==> config.mk <==
export PLATFORM = sky130hd
export DESIGN_NAME = pa_pipe
export DESIGN_NICKNAME = d
export VERILOG_FILES = /design/src/rtl/pa_pkg.sv /design/src/rtl/pa_prefix_level.sv /design/src/rtl/pa_pipe.sv
export SDC_FILE = /design/constraint.sdc
export NUM_CORES = 1
export LEC_CHECK = 0
export BUFFER_PORTS_ARGS = -buffer_cell sky130_fd_sc_hd__clkbuf_2
export CAP_MARGIN = 20
export CORE_MARGIN = 3
export CORE_UTILIZATION = 30
export CTS_BUF_LIST = sky130_fd_sc_hd__clkbuf_8
export DETAILED_ROUTE_END_ITERATION = 10
export HOLD_SLACK_MARGIN = 0.06
export PLACE_DENSITY = 0.55
export SLEW_MARGIN = 20
export SYNTH_ARGS = -nofsm -noshare
export SYNTH_HDL_FRONTEND = slang
export SYNTH_SLANG_ARGS = --single-unit
==> constraint.sdc <==
create_clock -name clk -period 3.9 [get_ports clk]
set_input_delay 0.78 -clock clk [delete_from_list [all_inputs] [get_ports clk]]
set_output_delay 0.78 -clock clk [all_outputs]
set_load 0.02 [all_outputs]
==> src/rtl/pa_pkg.sv <==
// rtl/pa_pkg.sv - shared types and pipeline-placement helper for the pa_pipe adder
package pa_pkg;

  typedef enum logic {
    OP_ADD = 1'b0,
    OP_SUB = 1'b1
  } op_t;

  // Returns the register stage index (1..pipe-1) that sits right after the
  // given prefix-tree logic level, or 0 when no register follows that level.
  function automatic int stage_after(input int level, input int levels, input int pipe);
    int stg;
    stg = 0;
    for (int j = 1; j < pipe; j++) begin
      if (((j * levels) / pipe) - 1 == level) begin
        stg = j;
      end
    end
    return stg;
  endfunction

endpackage

==> src/rtl/pa_prefix_level.sv <==
// rtl/pa_prefix_level.sv - one Kogge-Stone level: combine each P/G pair with the pair SPAN positions below
module pa_prefix_level #(
  parameter int N    = 8,
  parameter int SPAN = 1
) (
  input  logic [N-1:0] p_in,
  input  logic [N-1:0] g_in,
  output logic [N-1:0] p_out,
  output logic [N-1:0] g_out
);

  // Positions below SPAN already hold their complete prefix and pass through.
  always_comb begin
    p_out = p_in;
    g_out = g_in;
    for (int i = SPAN; i < N; i++) begin
      g_out[i] = g_in[i] | (p_in[i] & g_in[i-SPAN]);
      p_out[i] = p_in[i] & p_in[i-SPAN];
    end
  end

endmodule

==> src/rtl/pa_pipe.sv <==
// rtl/pa_pipe.sv - pipelined Kogge-Stone add/sub with valid/ready handshake and bubble collapse
module pa_pipe
  import pa_pkg::*;
#(
  parameter int N    = 8,
  parameter int PIPE = 2
) (
  input  logic         clk,
  input  logic         rst_n,
  input  logic         in_valid,
  output logic         in_ready,
  input  logic [N-1:0] a,
  input  logic [N-1:0] b,
  input  logic         c_in,
  input  op_t          op,
  output logic         out_valid,
  input  logic         out_ready,
  output logic [N-1:0] y,
  output logic         c_out,
  output logic         ovf,
  output logic         zero
);

  localparam int L = $clog2(N) + 1;

  // Prefix vectors are indexed by position: position 0 carries the carry-in
  // (g = cin, p = 0) and position i>0 carries operand bit i-1, so after the
  // last level gg[i] is exactly the carry into sum bit i.
  logic [N-1:0] lo_pb [L];
  logic [N-1:0] lo_pp [L];
  logic [N-1:0] lo_gg [L];
  logic         lo_gm [L];
  logic [N-1:0] po_pb [L];
  logic [N-1:0] po_pp [L];
  logic [N-1:0] po_gg [L];
  logic         po_gm [L];

  logic [PIPE:1]   vld;
  logic [PIPE+1:0] full;
  logic [PIPE+1:0] go;

  logic [N-1:0] bb;
  logic         cin_eff;
  logic [N-1:0] pbit;
  logic [N-1:0] gbit;

  logic [N-1:0] y_d;
  logic         c_d;
  logic         ovf_d;
  logic         zero_d;
  logic         unused_pp;

  // Position 0 stands for the input side; position PIPE+1 is the sink, treated
  // as always occupied and draining whenever out_ready is high.
  assign full = {1'b1, vld, in_valid};

  // go[k]: stage k hands its data on this cycle (go[0] = transaction accepted).
  always_comb begin
    logic [PIPE+1:0] g;
    g = '0;
    g[PIPE+1] = out_ready;
    for (int k = PIPE; k >= 0; k--) begin
      g[k] = full[k] & (~full[k+1] | g[k+1]);
    end
    go = g;
  end

  assign in_ready  = ~vld[1] | go[1];
  assign out_valid = vld[PIPE];

  // Per-stage occupancy: fill from upstream, empty when handing on without a refill.
  always_ff @(posedge clk or negedge rst_n) begin
    if (!rst_n) begin
      vld <= '0;
    end else begin
      for (int k = 1; k <= PIPE; k++) begin
        vld[k] <= go[k-1] | (vld[k] & ~go[k]);
      end
    end
  end

  // Subtraction is a + ~b + 1; c_in only matters for addition.
  assign bb      = (op == OP_SUB) ? ~b : b;
  assign cin_eff = (op == OP_SUB) ? 1'b1 : c_in;
  assign pbit    = a ^ bb;
  assign gbit    = a & bb;

  for (genvar l = 0; l < L; l++) begin : g_lvl
    localparam int STG = stage_after(l, L, PIPE);

    if (l == 0) begin : g_pg
      assign lo_pb[0] = pbit;
      assign lo_pp[0] = {pbit[N-2:0], 1'b0};
      assign lo_gg[0] = {gbit[N-2:0], cin_eff};
      assign lo_gm[0] = gbit[N-1];
    end else begin : g_pre
      pa_prefix_level #(
        .N    (N),
        .SPAN (1 << (l - 1))
      ) u_level (
        .p_in  (po_pp[l-1]),
        .g_in  (po_gg[l-1]),
        .p_out (lo_pp[l]),
        .g_out (lo_gg[l])
      );
      assign lo_pb[l] = po_pb[l-1];
      assign lo_gm[l] = po_gm[l-1];
    end

    if (STG != 0) begin : g_reg
      logic [N-1:0] pb_q;
      logic [N-1:0] pp_q;
      logic [N-1:0] gg_q;
      logic         gm_q;

      // Internal stage register: data only, occupancy lives in vld.
      always_ff @(posedge clk) begin
        if (go[STG-1]) begin
          pb_q <= lo_pb[l];
          pp_q <= lo_pp[l];
          gg_q <= lo_gg[l];
          gm_q <= lo_gm[l];
        end
      end

      assign po_pb[l] = pb_q;
      assign po_pp[l] = pp_q;
      assign po_gg[l] = gg_q;
      assign po_gm[l] = gm_q;
    end else begin : g_wire
      assign po_pb[l] = lo_pb[l];
      assign po_pp[l] = lo_pp[l];
      assign po_gg[l] = lo_gg[l];
      assign po_gm[l] = lo_gm[l];
    end
  end

  // Sum, carry-out and flags. When both MSBs agree pbit is 0 and gbit equals
  // that shared MSB, which gives overflow without keeping the raw operands.
  assign y_d       = po_pb[L-1] ^ po_gg[L-1];
  assign c_d       = po_gm[L-1] | (po_pb[L-1][N-1] & po_gg[L-1][N-1]);
  assign ovf_d     = ~po_pb[L-1][N-1] & (y_d[N-1] ^ po_gm[L-1]);
  assign zero_d    = (y_d == '0);
  assign unused_pp = ^po_pp[L-1];

  // Output register: loads only when the last stage takes new data, so it holds under stall.
  always_ff @(posedge clk or negedge rst_n) begin
    if (!rst_n) begin
      y     <= '0;
      c_out <= 1'b0;
      ovf   <= 1'b0;
      zero  <= 1'b0;
    end else if (go[PIPE-1]) begin
      y     <= y_d;
      c_out <= c_d;
      ovf   <= ovf_d;
      zero  <= zero_d;
    end
  end

endmodule

==> reports/metrics.cfg <==
[run_status]
outcome=finished, final reports clean

[floorplan]
ios=35
initial_core_util_pct=31.6
fp.dieH_um=79.8
core.rowCount=26
die_area_um2=6370
coreArea_um2=5170
chipWidth_um=79.8

[clock_tree]
cts_setup_buffers=0
cts_root_buf=clkbuf_8
numCtsBuffers=5
cts_tree=done
clk_path_buf_depth=2
clk-insertion-delay-late_ps=290
path_clk_slew_ps=70
postCtsHoldBufs=0
cts_resized=0
cts_sinks=36
htree_num_levels=2

[synthesis]
ys_seq_area_share_pct=62.2
ys_ff_latch=36
ys_types=28
ys_warn_count=0
synth.avg_cell_area_um2=14.0
synth_nets=148
async_flop_share_pct=36.1
syn_area_um2=1630
synth-edff-count=23
ys.flop_type=edfxtp_1
synthCells=117

[grt]
overflow=0
grt_pass1_wl_um=4550
grt_pass1_vias=1013
grt_max_degree=24
grt.total_usage_pct=9.50
antenna_found_initial=0

[routing]
avgRoutedWirePerCell_um=11.9
vias_per_cell=4.29
drc=0
vias=974
detail-route-antenna-nets=0
wirelength_um=2690
drtPass1Iterations=4
drt_iter0_drc=48

[timing]
fin_skew_ps=3.29
holdWs_ps=369
relSlewSlack_pct=36.1
hold_viol=0
rsz0062_at_grt=false
final.period_utilization_pct=51.2
fmax_mhz=501
final_max_slew_viol_count=0
layout_min_cycle_time_ps=2000
report.final.setup_viol=0
tns_ps=0
worst_slew_pin_slew_ps=958

[layout]
multi_input_area_um2=606
nFillCells=515
regArea_um2=1020
fin_area_um2=2040
area_growth_pct=25.0
antenna_cells=0
final_layout_size_suffix_gt1_share_pct=33.8
final_nets=187

[setup_path]
path_cells=clkbuf_2 > nand3b_1 > clkbuf_2
critPathCaptureType=output pin
critical_path_buf_inv_count=2
path_max_fanout=3
cp.required_ps=3120
crit_slowest_cell=nand3b_1
critPathMostFrequentCell=clkbuf_2
crit_arrival_ps=1220
crit_family=buffers and inverters
critPathMaxStageDelay_ps=180
criticalPathCategory=in2out
r2r_start=g_lvl[1].g_reg.gg_q[1]
rr_worst_depth=7
r2r_setup_slack_ps=1970
r2r_end=zero
start_kind=primary input

[placement]
dp_hpwl_um=2150
portBuffers=34
routabilityCongestion=0.704
dpl_cell_area_um2=1880

[run]
drv_cap=0

[pwr]
p_leak_nw=0.902
ir_drop_mv=0.187
powerDensity_nw_per_um2=568

[worst_hold_path]
hold_path_class=in2async

-- cell families (layout without fill, tap and decap cells) --
family | Yosys count | in the layout | share of synthesized area (%)
adder cells (fa/ha/maj) | 9 | 9 | 6.89
XOR/XNOR | 15 | 15 | 8.04
buffers and inverters | 3 | 43 | 0.765
multiplexers | 4 | 4 | 2.76
flip-flops | 36 | 36 | 62.2
AO/OA/AOI/OAI | 22 | 22 | 10.2
AND/OR/NAND/NOR | 28 | 28 | 9.19
-- where the power goes --
part	internal [mW]	switching, mW	total (mW)
combinational	0.0905	0.120	0.210
sequential	0.473	0.0274	0.500
clock	0.320	0.130	0.450
-- state kept, by name, summed over array words and instances, names as in the netlist --
name and count:
c_out 1, g_lvl.g_reg.gg_q 8, g_lvl.g_reg.gm_q 1, g_lvl.g_reg.pb_q 8, g_lvl.g_reg.pp_q 6, ovf 1, vld 2, y 8
zero 1
-- cells in the mapped netlist (all sizes together), types with 2 or more instances --
master / instances / share of area (%)
mux2: 4 / 2.8
nand2: 9 / 2.1
ha: 9 / 6.9
xor2: 8 / 4.3
nand2b: 4 / 1.5
edfxtp: 23 / 42
a21oi: 4 / 1.7
and2: 7 / 2.7
dfrtp: 13 / 20
nor2: 2 / 0.46
o21ai: 4 / 1.2
a21o: 9 / 4.2
xnor2: 7 / 3.8
or2: 2 / 0.77
-- placed cells by master, fill, tap and decap left out --
master / n
a21boi_0: 1
a21o_1: 8
a21o_2: 1
a21oi_1: 2
a21oi_2: 2
and2_1: 7
and3_1: 1
bufinv_16: 3
clkbuf_2: 34
clkbuf_8: 5
dfrtp_1: 13
edfxtp_1: 23
ha_1: 9
inv_1: 1
mux2_2: 4
nand2_1: 9
nand2b_1: 4
nand3_1: 1
nand3b_1: 1
nand4b_1: 1
nor2_1: 2
o21ai_0: 4
o21bai_1: 1
o221a_2: 1
o31ai_1: 1
o41ai_2: 1
or2_2: 2
xnor2_1: 7
xor2_1: 8
-- how the worst max path moves through the flow --
stage                      startpoint                endpoint  slack (ps)  cells after the start
4_1_cts                     out_ready                in_ready        1900                      3
2_1_floorplan               out_ready  g_lvl[1].g_reg.gg_q[0]        1850                      2
3_3_place_gp                out_ready  g_lvl[1].g_reg.gg_q[7]        1730                      3
5_1_grt        g_lvl[1].g_reg.gg_q[1]                    zero        1850                      7
6_report                    out_ready                in_ready        1900                      3
3_5_place_dp                out_ready  g_lvl[1].g_reg.pb_q[6]        1720                      3
-- final cells by class --
| type | instances | area share (%) |
|---|---|---|
| tap | 70 | 4.29 |
| clock buffer | 5 | 3.37 |
| clock inverter | 3 | 4.41 |
| timing repair buffer | 34 | 8.33 |
| sequential | 36 | 49.8 |
| multi-input combinational | 78 | 29.7 |
| inverter | 1 | 0.184 |
-- stage by stage --
step / setup slack, ps / power (mW) / utilization (%) / cells
after global placement: 1730 / 0.717 / 36.4 / 219
after CTS: 1900 / 1.18 / 39.5 / 227
final: 1900 / 1.16 / 39.5 / 227
after global routing: 1850 / 1.22 / 39.5 / 227
after floorplan: 1850 / 0.648 / - / 117
after detailed placement: 1720 / 0.725 / 36.4 / 219
-- per-layer routing --
metal / global-route usage [%] / wire length [um] / vias up
met5: 0 / 0 / -
met4: 4.05 / 39 / 0
met3: 3.84 / 182 / 4
met2: 14.4 / 1270 / 27
met1: 12.0 / 1210 / 446
li1: - / - / 497
No activity file was read; power rests on OpenSTA's default activity.
